==> config.mk <==
export PLATFORM = sky130hd
export DESIGN_NAME = mult_operand_sequencer
export DESIGN_NICKNAME = d
export VERILOG_FILES = /design/src/rtl/mult_operand_sequencer.sv
export SDC_FILE = /design/constraint.sdc
export NUM_CORES = 1
export LEC_CHECK = 0
export CAP_MARGIN = 25
export CORE_ASPECT_RATIO = 1.2
export CORE_MARGIN = 3
export CORE_UTILIZATION = 47
export CTS_CLUSTER_SIZE = 20
export DETAILED_ROUTE_END_ITERATION = 8
export PLACE_DENSITY = 0.87
export SYNTH_ARGS = -nofsm -noshare
export SYNTH_HDL_FRONTEND = slang
export SYNTH_SLANG_ARGS = --single-unit
==> constraint.sdc <==
create_clock -name clk -period 4.6 [get_ports clk]
set_clock_uncertainty 0.1 [all_clocks]
set_input_delay 0.69 -clock clk [delete_from_list [all_inputs] [get_ports clk]]
set_output_delay 0.69 -clock clk [all_outputs]
set_load 0.02 [all_outputs]
==> src/rtl/mult_operand_sequencer.sv <==
// rtl/mult_operand_sequencer.sv - global phase counter and multiplier operand sequencer
// Runs a calibration phase that loads/clears operands, then streams ADC samples.
module mult_operand_sequencer #(
  parameter int DW       = 32,
  parameter int NCH      = 2,
  parameter int CW       = 5,
  parameter int STD_PH_A = 1,
  parameter int STD_PH_B = 7,
  parameter int CLR_PH   = 20,
  parameter int RUN_PH   = 23,
  parameter int RUN_LEN  = 16,
  parameter int SCW      = 16
) (
  input  logic                clk,
  input  logic                rst,
  input  logic                start,
  input  logic                stop,
  input  logic [NCH*DW-1:0]   std_i,
  input  logic [NCH*DW-1:0]   adc_effective,
  input  logic                adc_valid,
  output logic [CW-1:0]       count_global,
  output logic [NCH*DW-1:0]   mult_2,
  output logic                mult_valid,
  output logic                busy,
  output logic                done,
  output logic [1:0]          state_o
);

  typedef enum logic [1:0] {
    IDLE = 2'd0,
    CAL  = 2'd1,
    RUN  = 2'd2,
    DONE = 2'd3
  } state_t;

  localparam logic [CW-1:0]  PH_A        = CW'(STD_PH_A);
  localparam logic [CW-1:0]  PH_B        = CW'(STD_PH_B);
  localparam logic [CW-1:0]  PH_CLR      = CW'(CLR_PH);
  localparam logic [CW-1:0]  PH_RUN      = CW'(RUN_PH);
  localparam logic [CW-1:0]  PH_FIRST    = CW'(1);
  localparam logic [SCW-1:0] LAST_SAMPLE = SCW'((RUN_LEN == 0) ? 0 : RUN_LEN - 1);

  generate
    if (!(0 < STD_PH_A && STD_PH_A < STD_PH_B && STD_PH_B < CLR_PH &&
          CLR_PH < RUN_PH && RUN_PH <= (2 ** CW) - 1)) begin : g_bad_phases
      $fatal(1, "mult_operand_sequencer: illegal phase parameters");
    end
    if (RUN_LEN < 0 || RUN_LEN >= (2 ** SCW)) begin : g_bad_run_len
      $fatal(1, "mult_operand_sequencer: RUN_LEN out of range");
    end
  endgenerate

  state_t         state;
  logic [SCW-1:0] sample_cnt;

  assign state_o = state;

  always_ff @(posedge clk or posedge rst) begin
    if (rst) begin
      state        <= IDLE;
      count_global <= '0;
      mult_2       <= '0;
      mult_valid   <= 1'b0;
      busy         <= 1'b0;
      done         <= 1'b0;
      sample_cnt   <= '0;
    end else begin
      mult_valid <= 1'b0;
      done       <= 1'b0;
      if (stop) begin
        state        <= IDLE;
        busy         <= 1'b0;
        count_global <= '0;
      end else begin
        case (state)
          IDLE: begin
            count_global <= '0;
            if (start) begin
              state        <= CAL;
              busy         <= 1'b1;
              count_global <= PH_FIRST;
              sample_cnt   <= '0;
            end
          end
          CAL: begin
            if (count_global == PH_A || count_global == PH_B) begin
              mult_2     <= std_i;
              mult_valid <= 1'b1;
            end else if (count_global == PH_CLR) begin
              mult_2     <= '0;
              mult_valid <= 1'b1;
            end
            // The counter parks on RUN_PH for the whole run phase
            if (count_global < PH_RUN) begin
              count_global <= count_global + 1'b1;
            end else begin
              state <= RUN;
            end
          end
          RUN: begin
            count_global <= PH_RUN;
            if (adc_valid) begin
              mult_2     <= adc_effective;
              mult_valid <= 1'b1;
              sample_cnt <= sample_cnt + 1'b1;
              if (RUN_LEN != 0 && sample_cnt == LAST_SAMPLE) begin
                state <= DONE;
                busy  <= 1'b0;
                done  <= 1'b1;
              end
            end
          end
          DONE: begin
            state        <= IDLE;
            busy         <= 1'b0;
            count_global <= '0;
          end
          default: begin
            state        <= IDLE;
            busy         <= 1'b0;
            count_global <= '0;
          end
        endcase
      end
    end
  end

endmodule

==> flow_summary_export.csv, run 1 <==
group,metric,value,unit
outcome,outcome,"finished clean",
global_routing,grt_first_pass_wirelength,22600,µm
timing,rsz0062_at_grt,"no",
setup_path,critical_path_required,4660,ps
logic_synthesis,synth.top_cells.by_count,"sky130_fd_sc_hd__dfrtp_1, sky130_fd_sc_hd__a21oi_1, sky130_fd_sc_hd__a21oi_2",
detailed_routing,avgViaCountPerCell,5.67,
final_layout,ant_diodes,0,
logic_synthesis,synth_fp_nets,605,
timing,fmax,345,MHz
floorplan,i_o_pins,207,
logic_synthesis,yosysMostFrequentCell,"sky130_fd_sc_hd__dfrtp_1",
setup_path,critical_path_arrival,2960,ps
floorplan,die_y,119,µm
global_routing,globalRouteOverflowTotal,0,
logic_synthesis,syn-instance-count,465,
detailed_routing,drt_drc_violations_left,0,
global_routing,initial_antenna_violation_count,0,
clock_tree,htreeDepth,3,
timing,relSlewSlack,31.8,%
logic_synthesis,yosysSeqAreaShare,44.7,%
global_routing,grt_busiest_layer,"met2",
run,max_cap_violations,0,
power_and_ir_drop,power.density,653,nW/µm²
logic_synthesis,average_cell_area_after_synthesis,10.8,µm²
global_routing,grt_use_met1,27.9,%
detailed_routing,dr_total_vias,4410,
clock_tree,cts_tree,"yes",
final_layout,fillCellCount,734,
final_layout,multi_input_comb_area,2460,µm²
final_layout,final_layout_size_suffix_gt1_share,20.6,%
timing,post_layout_min_period,2900,ps
placed_design,place.gp.congestion,0.830,
timing,final_min_period_over_clock_period,63.0,%
timing,layout_setup_ws,1700,ps
clock_tree,ctsRootBufferMaster,"sky130_fd_sc_hd__clkbuf_16",
timing,fin_setup_tns,0,ps
floorplan,floorplan.rows,40,
placed_design,placedCellCount,762,
logic_synthesis,synth.distinct_cells,47,
final_layout,seq_area,2250,µm²
clock_tree,cts.hold.buffers_added,0,
clock_tree,clock_latency,330,ps
timing,worst_pin_slew,1020,ps
floorplan,core-area,10300,µm²
detailed_routing,postRouteWirelength,14600,µm
final_layout,final_net_count,787,
setup_path,cp-end-kind,"flip-flop",
floorplan,die_width,101,µm
placed_design,dp_hpwl,10700,µm
power_and_ir_drop,worst_ir_drop_vdd,808,µV
floorplan,fp.dieArea,12000,µm²
logic_synthesis,syn-cell-area,5040,µm²
global_routing,global_route.usage.total,23.6,%
global_routing,global_route.usage.met3,3.93,%
final_layout,fin_cells,778,
global_routing,gr-usage-met2,42.4,%
global_routing,maximum_number_of_pins_on_one_net_before_global_route_repair,65,
logic_synthesis,async_reset_ff_share,100,%
hold_path,hold_path_class,"reg -> reg",
logic_synthesis,yosys.area.top_type,"sky130_fd_sc_hd__dfrtp_1",
floorplan,starting_density_of_the_core,49.2,%
timing,drv_slew,0,
detailed_routing,detail-route-antenna-nets,0,
clock_tree,numCtsBuffers,9,
detailed_routing,routedWlPerCell,18.8,µm
clock_tree,ctsResizeCount,0,
clock_tree,cts.clk_slew.worst_paths,60,ps
setup_path,crit_fanout,43,
logic_synthesis,dominantRegCellSynth,"sky130_fd_sc_hd__dfrtp_1",
power_and_ir_drop,power.static_leakage,2.75,nW
logic_synthesis,postSynthRegisterBits,90,
clock_tree,clock_sink_count,90,
logic_synthesis,netlist.area_leader.share,44.7,%
detailed_routing,dr.first_iter.drc_count,181,
timing,setup_violations,0,
setup_path,critPathKind,"reg -> reg",
placed_design,port_buffers,206,
clock_tree,cts_buffer_depth,2,
detailed_routing,drt_first_pass_iters,4,
global_routing,first_global_vias,4452,
timing,timing_hold_violations_final,0,
placed_design,detailedPlace.worstSlack,1600,ps
logic_synthesis,yosys-top-cells-area,"sky130_fd_sc_hd__dfrtp_1, sky130_fd_sc_hd__a21oi_2, sky130_fd_sc_hd__a22oi_2",
final_layout,area_delta_synth_final,46.0,%
clock_tree,cts_setup_buffers,0,
logic_synthesis,total_of_warnings_raised_by_yosys,0,
setup_path,critical_path.startpoint_type,"flip-flop",
logic_synthesis,synth-edff-count,0,
state kept, by name (all words and copies together), names as in the netlist:
name          cells
busy              1
sample_cnt       16
done              1
mult_valid        1
state_o           2
mult_2           64
count_global      5
through the flow:
stage | total power, W | utilization, % | instance area [µm²] | hold slack, ps
global placement | 0.00389 | 68.3 | 7010 | 398
global route | 0.00508 | 71.8 | 7370 | 433
finish | 0.00481 | 71.8 | 7370 | 416
CTS | 0.00485 | 71.8 | 7370 | 416
floorplan | 0.00301 | - | 5040 | 377
detailed placement | 0.00399 | 68.3 | 7010 | 396
layout by cell type (no fill, tap or decap), types with 2 or more instances in the layout:
cell,n
sky130_fd_sc_hd__a21o_1,2
sky130_fd_sc_hd__a21oi_1,74
sky130_fd_sc_hd__a21oi_2,60
sky130_fd_sc_hd__a22o_1,5
sky130_fd_sc_hd__a22oi_1,24
sky130_fd_sc_hd__a22oi_2,41
sky130_fd_sc_hd__and3_1,5
sky130_fd_sc_hd__buf_4,6
sky130_fd_sc_hd__bufinv_16,3
sky130_fd_sc_hd__clkbuf_16,9
sky130_fd_sc_hd__clkbuf_8,2
sky130_fd_sc_hd__clkdlybuf4s50_1,206
sky130_fd_sc_hd__dfrtp_1,90
sky130_fd_sc_hd__ha_1,6
sky130_fd_sc_hd__inv_1,7
sky130_fd_sc_hd__mux2_2,2
sky130_fd_sc_hd__mux2i_1,3
sky130_fd_sc_hd__nand2_1,16
sky130_fd_sc_hd__nand3_1,8
sky130_fd_sc_hd__nor2_1,14
sky130_fd_sc_hd__nor2b_1,6
sky130_fd_sc_hd__nor3_1,10
sky130_fd_sc_hd__nor4_1,3
sky130_fd_sc_hd__nor4_2,2
sky130_fd_sc_hd__o21ai_0,12
sky130_fd_sc_hd__xnor2_1,10
path summary, 6_finish.rpt:
kind | slack [ps] | cells after the start | endpoint | start
min | 420 | 2 | mult_2[21] | mult_2[21]
min in group asynchronous | 730 | 2 | mult_2[26] | rst
min reg2reg | 420 | 2 | mult_2[21] | mult_2[21]
max | 1700 | 7 | mult_2[6] | state_o[0]
max reg2reg | 1700 | 7 | mult_2[6] | state_o[0]
max in group asynchronous | 2640 | 3 | sample_cnt[11] | rst
area by class of cell:
type	instances	area share, %
repair buffers	212	28.6
flip-flops and latches	90	30.6
inverters	9	0.476
multi-input cells	325	33.4
clock buffers	12	3.48
well taps	126	2.14
clock inverters	4	1.32
where the power goes:
group          total [W]  switching [W]  internal, W
clock           0.000855       0.000294     0.000561
combinational    0.00263        0.00149      0.00114
sequential       0.00132       0.000198      0.00112
total            0.00481        0.00198      0.00283
critical path, stage by stage (launching register included):
cell and delay (ps):
sky130_fd_sc_hd__dfrtp_1 460, sky130_fd_sc_hd__inv_1 170, sky130_fd_sc_hd__ha_4 540, sky130_fd_sc_hd__buf_4 580, sky130_fd_sc_hd__nor4_4 100, sky130_fd_sc_hd__buf_4 300, sky130_fd_sc_hd__a22oi_1 270, sky130_fd_sc_hd__a21oi_1 110
metal layers:
metal,wire (µm),part of all wire [%]
met3,862,5.9
met1,5740,39
met5,0,0
met2,7670,52
met4,341,2.3
logic make-up after synthesis:
kind of cell	share of synthesized area, %
compound gates	34.7
xor+xnor	1.91
fa+ha+maj	1.74
buf+inv	7.24
flops	44.7
mux	1.34
simple gates	8.39
Note: power is estimated with default switching activity, not from simulation.
==> inputs of run 2 (changes only) <==
CORE_UTILIZATION = 39   (was 47)
PLACE_DENSITY = 0.77   (was 0.87)
clock period = 2.65 ns   (was 4.6 ns; I/O delays follow)
==> run 2 against run 1 <==
Compared with the run above: clock power grew 63%; sequential cell count is the same; die area grew 19%; cell area grew 1.4%; non-clock buffer count grew 7.
==> flow_summary_export.csv, run 2 (synthesis gave the netlist of run 1 again) <==
group,metric,value,unit
hold_path,hold_path_class,"reg -> reg",
final_layout,registers.top_by_ff_count,"mult_2",
timing,setup_violations,0,
clock_tree,clock_sink_count,90,
setup_path,crit_slowest_cell,"sky130_fd_sc_hd__or4_1",
clock_tree,htreeDepth,3,
final_layout,mostFrequentLayoutCell,"sky130_fd_sc_hd__clkdlybuf4s50_1",
global_routing,globalRouteOverflowTotal,0,
placed_design,place.gp.congestion,0.837,
timing,fmax,407,MHz
detailed_routing,drt_first_pass_iters,4,
floorplan,die_y,131,µm
clock_tree,numCtsBuffers,9,
floorplan,starting_density_of_the_core,40.7,%
detailed_routing,dr_total_vias,4455,
final_layout,reg.largest.list,"mult_2: 64 flops, sample_cnt: 16 flops, count_global: 5 flops",
timing,fin_setup_tns,0,ps
setup_path,crit_fanout,10,
clock_tree,ctsResizeCount,0,
placed_design,port_buffers,206,
final_layout,fin_util,60.3,%
global_routing,global_route.usage.total,19.9,%
setup_path,critical_path.startpoint_type,"flip-flop",
final_layout,final_net_count,794,
detailed_routing,postRouteWirelength,14600,µm
global_routing,first_global_vias,4430,
detailed_routing,routedWlPerCell,17.8,µm
floorplan,fp.dieArea,14300,µm²
power_and_ir_drop,power.density,1110,nW/µm²
floorplan,i_o_pins,207,
clock_tree,cts_buffer_depth,2,
timing,drv_slew,0,
outcome,outcome,"finished clean",
final_layout,fin_cells,820,
global_routing,maximum_number_of_pins_on_one_net_before_global_route_repair,91,
placed_design,placedCellCount,804,
detailed_routing,avgViaCountPerCell,5.43,
global_routing,grt_first_pass_wirelength,22500,µm
detailed_routing,detail-route-antenna-nets,0,
floorplan,die_width,110,µm
floorplan,core-area,12400,µm²
final_layout,ant_diodes,0,
clock_tree,cts_setup_buffers,0,
setup_path,critPathMaxStageDelay,680,ps
power_and_ir_drop,power.net_switching,0.00348,W
timing,worst_pin_slew,694,ps
floorplan,floorplan.rows,44,
run,max_cap_violations,0,
timing,rsz0062_at_grt,"no",
timing,timing_hold_violations_final,0,
power_and_ir_drop,cellInternalPower,0.00482,W
detailed_routing,drt_drc_violations_left,0,
final_layout,final_layout_size_suffix_gt1_share,21.5,%
clock_tree,cts.hold.buffers_added,0,
power_and_ir_drop,pwr-share-seq,27.5,%
power_and_ir_drop,power.clock.fraction,16.8,%
timing,layout_setup_ws,190,ps
power_and_ir_drop,power.static_leakage,2.78,nW
timing,post_layout_min_period,2460,ps
setup_path,critical_path_required,2750,ps
clock_tree,ctsRootBufferMaster,"sky130_fd_sc_hd__clkbuf_16",
setup_path,critical_path_arrival,2560,ps
power_and_ir_drop,switching_fraction,41.9,%
placed_design,dp_hpwl,10700,µm
timing,final_min_period_over_clock_period,92.8,%
setup_path,critPathKind,"reg -> reg",
clock_tree,cts.clk_slew.worst_paths,70,ps
placed_design,detailedPlace.worstSlack,182,ps
detailed_routing,dr.first_iter.drc_count,250,
clock_tree,cts_tree,"yes",
power_and_ir_drop,power_frac_comb,55.7,%
timing,hold-worst-slack,413,ps
setup_path,timing.critical_path.cells,"inv_1, ha_4, nor2b_1, or4_1, nor2_2, nor2_1",
power_and_ir_drop,worst_ir_drop_vdd,562,µV
final_layout,most-common-layout-cells,"sky130_fd_sc_hd__clkdlybuf4s50_1, sky130_fd_sc_hd__dfrtp_1, sky130_fd_sc_hd__a21oi_1, sky130_fd_sc_hd__a21oi_2, sky130_fd_sc_hd__a22oi_2",
final_layout,area_delta_synth_final,48.2,%
clock_tree,clock_latency,330,ps
final_layout,fillCellCount,1032,
timing,relSlewSlack,53.7,%
global_routing,initial_antenna_violation_count,0,
setup_path,cp-end-kind,"flip-flop",
final_layout,largest_register_ffs,64,
## run 2: cell types whose count changed in the layout (fill, tap and decap cells not counted), sizes merged
cell / delta
buf: +7
bufinv: -1
clkbuf: -3
clkinvlp: +1
inv: +3
## run 2: layout make-up
| class | count | area [µm²] | area share (%) |
|---|---|---|---|
| clock inverters | 7 | 98.8 | 1.32 |
| clock buffers | 9 | 225 | 3.01 |
| well taps | 161 | 201 | 2.70 |
| inverters | 9 | 37.5 | 0.502 |
| multi-input cells | 325 | 2460 | 32.9 |
| flip-flops and latches | 90 | 2250 | 30.1 |
| repair buffers | 219 | 2200 | 29.4 |
## run 2: path summary, 6_finish.rpt
kind	startpoint	cells after the start	endpoint	slack, ps
setup / recovery	state_o[0]	6	sample_cnt[8]	190
hold / removal	mult_2[48]	2	mult_2[48]	410
setup reg to reg	state_o[0]	6	sample_cnt[8]	190
hold reg to reg	mult_2[48]	2	mult_2[48]	410
max in group asynchronous	rst	3	sample_cnt[15]	1620
min in group asynchronous	rst	3	done	440
## run 2: critical path, delay by kind of cell, from the launching register on
family | cells | cell delay, ps
fa+ha+maj | 1 | 220
simple gates | 4 | 1380
buf+inv | 1 | 150
flops | 1 | 480
## run 2: power by group through the flow
stage	clock (W)	combinational (W)	sequential, W
after floorplan	0	0.00229	0.00294
after global placement	0	0.00455	0.00228
after detailed placement	0	0.00468	0.00230
after CTS	0.00142	0.00469	0.00228
after global routing	0.00148	0.00498	0.00235
final	0.00139	0.00463	0.00228
## run 2: routing by layer
metal	track usage [%]	routed length (µm)	vias up
met2	36.0	7670	148
li1	-	-	2097
met4	5.94	223	0
met5	0	0	-
met1	23.4	5740	2192
met3	4.23	961	18
## run 2: per-stage QoR
stage	power [W]	cell area (µm²)
5_1_grt	0.00882	7470
2_1_floorplan	0.00523	5050
3_3_place_gp	0.00683	7150
3_5_place_dp	0.00698	7150
6_report	0.00830	7470
4_1_cts	0.00839	7470
==> inputs of run 3 (changes only) <==
SETUP_SLACK_MARGIN = 0.3   (was unset)
SKIP_LAST_GASP = 1   (was unset)
TNS_END_PERCENT = 50   (was unset)
==> run 3 against run 2 <==
Compared with the run above: hold slack lost 0.87 ps; worst setup slack gained 240 ps; critical endpoint is now mult_2[23]; combinational power is essentially flat; largest cell class unchanged; non-clock buffer count is the same; cell count is the same; cell area grew 0.17%; sequential cell count is the same; total power grew 0.25%; largest power group unchanged.
==> flow_summary_export.csv, run 3 (synthesis gave the netlist of run 1 again) <==
group,metric,value,unit
setup_path,critical_path.startpoint_type,"flip-flop",
final_layout,registers.top_by_ff_count,"mult_2",
timing,fin_setup_tns,0,ps
timing,relSlewSlack,63.3,%
placed_design,port_buffers,206,
power_and_ir_drop,power.static_leakage,2.79,nW
power_and_ir_drop,cellInternalPower,0.00483,W
clock_tree,numCtsBuffers,9,
setup_path,timing.critical_path.cells,"inv_1, ha_1, mux2_4, a22oi_2, o21ai_4, and2_4, buf_12, a21oi_2",
power_and_ir_drop,pwr-share-seq,27.4,%
final_layout,final_layout_size_suffix_gt1_share,21.7,%
detailed_routing,routedWlPerCell,17.8,µm
hold_path,hold_path_class,"reg -> reg",
final_layout,final_net_count,794,
floorplan,starting_density_of_the_core,40.7,%
setup_path,critPathMaxStageDelay,470,ps
floorplan,i_o_pins,207,
power_and_ir_drop,power_frac_comb,55.9,%
setup_path,timing.reg2reg.worst_path_depth,8,
floorplan,core-area,12400,µm²
clock_tree,cts.clk_slew.worst_paths,70,ps
final_layout,ant_diodes,0,
timing,fmax,450,MHz
timing,final_min_period_over_clock_period,83.9,%
clock_tree,cts.hold.buffers_added,0,
clock_tree,ctsRootBufferMaster,"sky130_fd_sc_hd__clkbuf_16",
timing,worst_pin_slew,551,ps
placed_design,dp_hpwl,10700,µm
run,max_cap_violations,0,
final_layout,reg.largest.list,"mult_2: 64 flops, sample_cnt: 16 flops, count_global: 5 flops",
setup_path,crit_slowest_cell,"sky130_fd_sc_hd__dfrtp_1",
clock_tree,ctsResizeCount,1,
power_and_ir_drop,power.net_switching,0.00349,W
setup_path,critical_path_required,2810,ps
global_routing,maximum_number_of_pins_on_one_net_before_global_route_repair,91,
global_routing,first_global_vias,4431,
global_routing,initial_antenna_violation_count,0,
timing,drv_slew,0,
global_routing,grt_first_pass_wirelength,22500,µm
power_and_ir_drop,worst_ir_drop_vdd,562,µV
setup_path,critical_path.top_delay_family,"compound AO/OA/AOI/OAI gates",
detailed_routing,avgViaCountPerCell,5.45,
clock_tree,cts_tree,"yes",
timing,rsz0062_at_grt,"no",
floorplan,floorplan.rows,44,
setup_path,cp-end-kind,"flip-flop",
final_layout,largest_register_ffs,64,
setup_path,worst-path-stages,8,
setup_path,critPathKind,"reg -> reg",
setup_path,timing.critical_path.buf_inv,2,
clock_tree,htreeDepth,3,
floorplan,die_y,131,µm
final_layout,most-common-layout-cells,"sky130_fd_sc_hd__clkdlybuf4s50_1, sky130_fd_sc_hd__dfrtp_1, sky130_fd_sc_hd__a21oi_1, sky130_fd_sc_hd__a21oi_2, sky130_fd_sc_hd__a22oi_2",
timing,hold-worst-slack,412,ps
outcome,outcome,"finished clean",
global_routing,global_route.usage.total,19.9,%
power_and_ir_drop,power.density,1110,nW/µm²
detailed_routing,detail-route-antenna-nets,0,
final_layout,mostFrequentLayoutCell,"sky130_fd_sc_hd__clkdlybuf4s50_1",
clock_tree,clock_sink_count,90,
floorplan,fp.dieArea,14300,µm²
global_routing,globalRouteOverflowTotal,0,
detailed_routing,dr.first_iter.drc_count,246,
detailed_routing,dr_total_vias,4465,
final_layout,area_delta_synth_final,48.4,%
detailed_routing,postRouteWirelength,14600,µm
detailed_routing,drt_first_pass_iters,6,
timing,post_layout_min_period,2220,ps
timing,setup_violations,0,
placed_design,place.gp.congestion,0.837,
power_and_ir_drop,switching_fraction,41.9,%
clock_tree,clock_latency,330,ps
clock_tree,cts_buffer_depth,2,
detailed_routing,drt_drc_violations_left,0,
clock_tree,cts_setup_buffers,0,
hold_path,holdPathStages,2,
setup_path,critical_path_arrival,2380,ps
setup_path,crit_fanout,26,
floorplan,die_width,110,µm
timing,timing_hold_violations_final,0,
power_and_ir_drop,power.clock.fraction,16.7,%
-- run 3: per-stage QoR --
stage                     util [%]  setup slack, ps  instances  power (W)  instance area (µm²)
after floorplan                  -              447        465    0.00523                 5050
after global routing          60.4              303        820    0.00883                 7480
after detailed placement      57.7              182        804    0.00698                 7150
final                         60.4              428        820    0.00833                 7480
after CTS                     60.4              313        820    0.00840                 7480
after global placement        57.7              226        804    0.00683                 7150
-- run 3: layer usage --
layer / vias up / wire (µm) / track usage, %
met5: - / 0 / 0
met4: 0 / 225 / 5.94
met3: 19 / 967 / 4.23
met2: 145 / 7720 / 36.0
met1: 2207 / 5720 / 23.4
li1: 2094 / - / -
-- run 3: power groups by stage --
stage | logic (W) | registers (W) | clock network (W)
final | 0.00465 | 0.00228 | 0.00139
after global routing | 0.00499 | 0.00235 | 0.00148
after CTS | 0.00469 | 0.00228 | 0.00142
after detailed placement | 0.00468 | 0.00230 | 0
after global placement | 0.00455 | 0.00228 | 0
after floorplan | 0.00229 | 0.00294 | 0
-- run 3: worst register-to-register path, stage by stage, from the launching register on --
cell and delay, ps:
sky130_fd_sc_hd__dfrtp_1 470, sky130_fd_sc_hd__inv_1 110, sky130_fd_sc_hd__ha_1 200, sky130_fd_sc_hd__mux2_4 260
sky130_fd_sc_hd__a22oi_2 250, sky130_fd_sc_hd__o21ai_4 100, sky130_fd_sc_hd__and2_4 270, sky130_fd_sc_hd__buf_12 210
sky130_fd_sc_hd__a21oi_2 170
-- run 3: worst paths after layout --
| path | to | slack, ps | start |
|---|---|---|---|
| max in group asynchronous | sample_cnt[12] | 1620 | rst |
| min in group asynchronous | done | 460 | rst |
| worst max register to register | mult_2[23] | 430 | count_global[0] |
| worst max-delay path | mult_2[23] | 430 | count_global[0] |
| worst min-delay path | mult_2[14] | 410 | mult_2[14] |
| worst min register to register | mult_2[14] | 410 | mult_2[14] |
-- run 3: area by class of cell --
class / instances / area (µm²)
tap: 161 / 201
clock buffer: 9 / 225
sequential: 90 / 2250
clock inverter: 7 / 98.8
multi-input combinational: 325 / 2470
inverter: 9 / 37.5
timing repair buffer: 219 / 2200
fill: 1029 / 4900
==> RTL change 1, RTL diff (config.mk and constraints of run 1) <==
Register the output `state_o` once more, cleared by the reset; this adds one clock of latency there. The other outputs are not delayed to match.
--- a/src/rtl/mult_operand_sequencer.sv
+++ b/src/rtl/mult_operand_sequencer.sv
@@ -53,7 +53,13 @@
   state_t         state;
   logic [SCW-1:0] sample_cnt;
 
-  assign state_o = state;
+  always_ff @(posedge clk or posedge rst) begin
+    if (rst) begin
+      state_o <= '0;
+    end else begin
+      state_o <= state;
+    end
+  end
 
   always_ff @(posedge clk or posedge rst) begin
     if (rst) begin
Behaviour: not the same (a bounded check fails within 4 cycles, from zero or initial values and one cycle with rst high).
==> RTL change 1 against run 1 <==
Critical path depth unchanged; sequential cell count increased by 2; die area decreased by 4.7%; highest routed layer unchanged; design area decreased by 3.3%; core utilization increased by 1.5 points; power decreased by 2.9%; routed wire length decreased by 1.8%; count of clock-buffer cells in the layout increased by 2; setup slack got worse by 130 ps; critical endpoint is now mult_2[7]; sequential power increased by 3%; critical path type is now primary input to flip-flop; area after synthesis decreased by 4.9%.
==> RTL change 1: results (changes against run 1) <==
metric	value	unit	change
leading post-synthesis cells by cell area	dfrtp_1, a21oi_2, a22oi_1		
met1 usage	0.298		+0.0185
first-pass GRT wire length	22800	um	+1.1%
Hold Path End	busy		
hpwl dp	10600	um	-0.98%
Yosys cell types	41		-13%
crit-path max FO	64		+49%
combinational share of power	0.557		+0.009
Seq. pwr	1360	uW	+3%
fin worst setup slack	1570	ps	-131 ps
type of the tightest min-delay check	flip-flop to flip-flop		
vias	4512		+2.3%
initial drt markers	293		+62%
met3 Usage GRT	0.0562		+0.0169
1st-pass router iterations	5		+1
mux cell area share after synthesis	0.00966		-0.00374
Fin Hold WS	411	ps	-4.40 ps
wire length per cell	18.3	um	-2.3%
Crit Path Class	primary input to flip-flop		
layout cells sized above 1	0.138		-0.0674
Max IR drop VDD	501	uV	-38%
met3 routed WL	1020	um	+18%
syn nets	610		+0.83%
Final nets	795		+1.0%
post-synthesis xor/xnor area fraction	0.0183		-0.000835
register area share after synthesis	0.480		+0.0336
hold depth	1		-1
M2 GR Usage	0.449		+0.0250
slowest stage delay, CP	860	ps	+280 ps
dpl ws	1250	ps	-357 ps
largest net degree at the start of global routing	77		+18%
initial antenna violation count	0		unchanged
Filler Cell Count	710		-3.3%
WP data arrival	3090	ps	+130 ps
reg2reg end	mult_2[7]		
Slew headroom	0.332		+0.0145
GRT Util Overall	0.247		+0.0108
post-synthesis adder-cell area fraction	0.0183		+0.000902
WL met1	5520	um	-3.8%
RD Place Congestion	0.900		+8.4%
Pleak	0.00270	uW	-2.0%
metal2 WL	7620	um	-0.64%
worst hold start	busy		
CP max stage cell	and2_4		
Post-synth top cells	dfrtp_1, a21oi_1, a22oi_1, a21oi_2, clkbuf_1		
R2R setup slack	1720	ps	+20 ps
status	finished, final reports clean		
Synth Area in Compound Gates	0.330		-0.0177
reg2reg path depth	8		+1
Power Internal	2690	uW	-4.8%
-- RTL change 1: changes by cell type after synthesis, sizes merged, moves of 3 or more --
cell / run 1 / this run
clkbuf: 13 / 22
nor2: 16 / 21
nand3: 8 / 12
nor2b: 6 / 1
and3: 5 / 2
buf: 28 / 17
a22o: 5 / 2
-- RTL change 1: metrics by stage --
step / power [uW] / std cells / instance area (um2)
2_1_floorplan: 2980 / 470 / 4790
3_3_place_gp: 3900 / 767 / 6830
3_5_place_dp: 3990 / 767 / 6830
4_1_cts: 4700 / 782 / 7120
5_1_grt: 4950 / 782 / 7120
6_report: 4670 / 782 / 7120
-- RTL change 1: final cells by class --
| cell class | count | area (um2) | share of cell area |
|---|---|---|---|
| timing repair buffer | 213 | 2110 | 0.297 |
| tap | 123 | 154 | 0.0216 |
| sequential | 92 | 2300 | 0.323 |
| multi-input combinational | 329 | 2220 | 0.312 |
| inverter | 10 | 38.8 | 0.00545 |
| clock inverter | 1 | 5.00 | 0.000703 |
| clock buffer | 14 | 284 | 0.0399 |
==> RTL change 2, RTL diff (settings of run 1) <==
Made on the original files. The parameter `SCW` goes from 16 to 15.
--- a/src/rtl/mult_operand_sequencer.sv
+++ b/src/rtl/mult_operand_sequencer.sv
@@ -9,7 +9,7 @@
   parameter int CLR_PH   = 20,
   parameter int RUN_PH   = 23,
   parameter int RUN_LEN  = 16,
-  parameter int SCW      = 16
+  parameter int SCW      = 15
 ) (
   input  logic                clk,
   input  logic                rst,
Function: same outputs for any inputs over 4 cycles, from zero or initial values and one cycle with rst high; that may be too few to reach the edited logic, so the function may still have changed.
==> RTL change 2 against run 1 <==
Sequential share of layout area up 2.7 points; setup slack better by 51 ps; power down 12%; area after synthesis down 12%; sequential cell count down 1; global-route usage up 1.4 points; routed wire length down 7.9%; design area down 9.1%; die area down 11%.
==> RTL change 2: results (changes against run 1) <==
metric	value	unit	change
number of diodes	0		unchanged
Primary FF master, synth	dfrtp_1		
largest net degree at the start of global routing	65		unchanged
Max Slew Vio Count	0		unchanged
clk_lat worst skew	350	ps	+20 ps
Pleak	0.00267	uW	-2.9%
Max Root-Sink Buffers	2		unchanged
Mapped Avg Cell Area	9.78	um2	-9.9%
R2R setup slack	1750	ps	+50 ps
Root Buffer	clkbuf_8		
RD Place Congestion	0.911		+9.7%
register area share after synthesis	0.502		+0.0553
Final nets	780		-0.89%
hold-fix buffers at CTS	0		unchanged
hpwl dp	9870	um	-7.4%
Synth Area in Compound Gates	0.297		-0.0507
Final setup viols	0		unchanged
Post-CTS Setup Bufs	0		unchanged
Gates resized, CTS repair	0		unchanged
wire length per cell	17.6	um	-6.2%
Worst-Margin Slew	753	ps	-271 ps
GRT Util Overall	0.250		+0.0144
Post-synth top cells	a21oi_1, dfrtp_1, a22oi_1, clkbuf_1, nor2_1		
Port Buffers	206		unchanged
layout cells sized above 1	0.0512		-0.154
H-tree Lvls	3		unchanged
WP data arrival	3020	ps	+60 ps
Fin Hold WS	426	ps	+10.2 ps
kind of cell adding the most delay to the critical path	adder cells		
syn nets	594		-1.8%
post-synthesis adder-cell area fraction	0.0197		+0.00237
Final Non-Filler Cells	764		-1.8%
slowest stage delay, CP	700	ps	+120 ps
1st-pass router iterations	5		+1
TritonCTS Buffers	9		unchanged
leading post-synthesis cells by cell area	dfrtp_1, a21oi_1, a22oi_1		
type of the tightest min-delay check	flip-flop to flip-flop		
Max IR drop VDD	357	uV	-56%
first-pass GRT wire length	21300	um	-5.8%
YS warnings	0		unchanged
dpl cell area	6530	um2	-6.8%
worst flop-to-flop path startpoint	state_o[0]		
initial antenna violation count	0		unchanged
Critical Path Start Type	flip-flop		
CP max stage cell	ha_2		
Via density	5.69		+0.42%
mux cell area share after synthesis	0.00733		-0.00607
placed cells	749		-1.7%
Worst-path clk slew	80	ps	+20 ps
initial drt markers	265		+46%
vias in the first global route	4416		-0.81%
worst hold start	mult_2[40]		
FFs w/ async S/R, synth	1.00		unchanged
crit-path max FO	41		-4.7%
Yosys cell types	41		-13%
post-synthesis xor/xnor area fraction	0.0178		-0.00134
status	finished, final reports clean		
Largest regs	mult_2 x64, sample_cnt x15, count_global x5		
## RTL change 2: worst paths after layout
| check | endpoint | cells past startpoint |
|---|---|---|
| setup / recovery | busy | 6 |
| max in group asynchronous | mult_2[34] | 4 |
| hold / removal | mult_2[40] | 2 |
| hold reg to reg | mult_2[40] | 2 |
| min in group asynchronous | mult_2[31] | 2 |
| setup reg to reg | busy | 6 |
## RTL change 2: final cells by class
class	instances	area, um2
fillers	663	2430
flip-flops and latches	89	2230
repair buffers	214	2150
multi-input cells	320	1980
well taps	120	150
clock buffers	12	145
inverters	6	23.8
clock inverters	3	17.5
## RTL change 2: logic make-up after synthesis
family	after synthesis
multiplexers	3
adder cells (fa/ha/maj)	7
buffers and inverters	45
AND/OR/NAND/NOR	78
AO/OA/AOI/OAI	223
XOR/XNOR	9
flip-flops	89
## RTL change 2: routing by layer
| layer | GRT usage | up-vias | wire, um | share of wire |
|---|---|---|---|---|
| li1 | - | 2068 | - | - |
| met5 | 0 | - | 0 | 0 |
| met2 | 0.447 | 176 | 6830 | 0.51 |
| met3 | 0.0650 | 18 | 1150 | 0.085 |
| met4 | 0.0712 | 0 | 235 | 0.017 |
| met1 | 0.292 | 2087 | 5230 | 0.39 |
## RTL change 2: tightest hold or removal path, cell delays in order (launching register included)
cell	delay, ps
dfrtp_1	350
a21oi_1	40
a21oi_1	100
## RTL change 2: stage by stage
step                total power (uW)  worst slack (ps)
floorplan                       2760              1500
detailed placement              3810              1760
global route                    4540              1560
CTS                             4280              1730
global placement                3690              1700
finish                          4250              1750
## RTL change 2: power by group
part / leakage [uW] / total (uW) / switching (uW) / internal (uW)
clock: 0.0000822 / 464 / 257 / 207
combinational: 0.00150 / 2480 / 1410 / 1070
sequential: 0.00110 / 1320 / 201 / 1110
total: 0.00267 / 4250 / 1860 / 2390
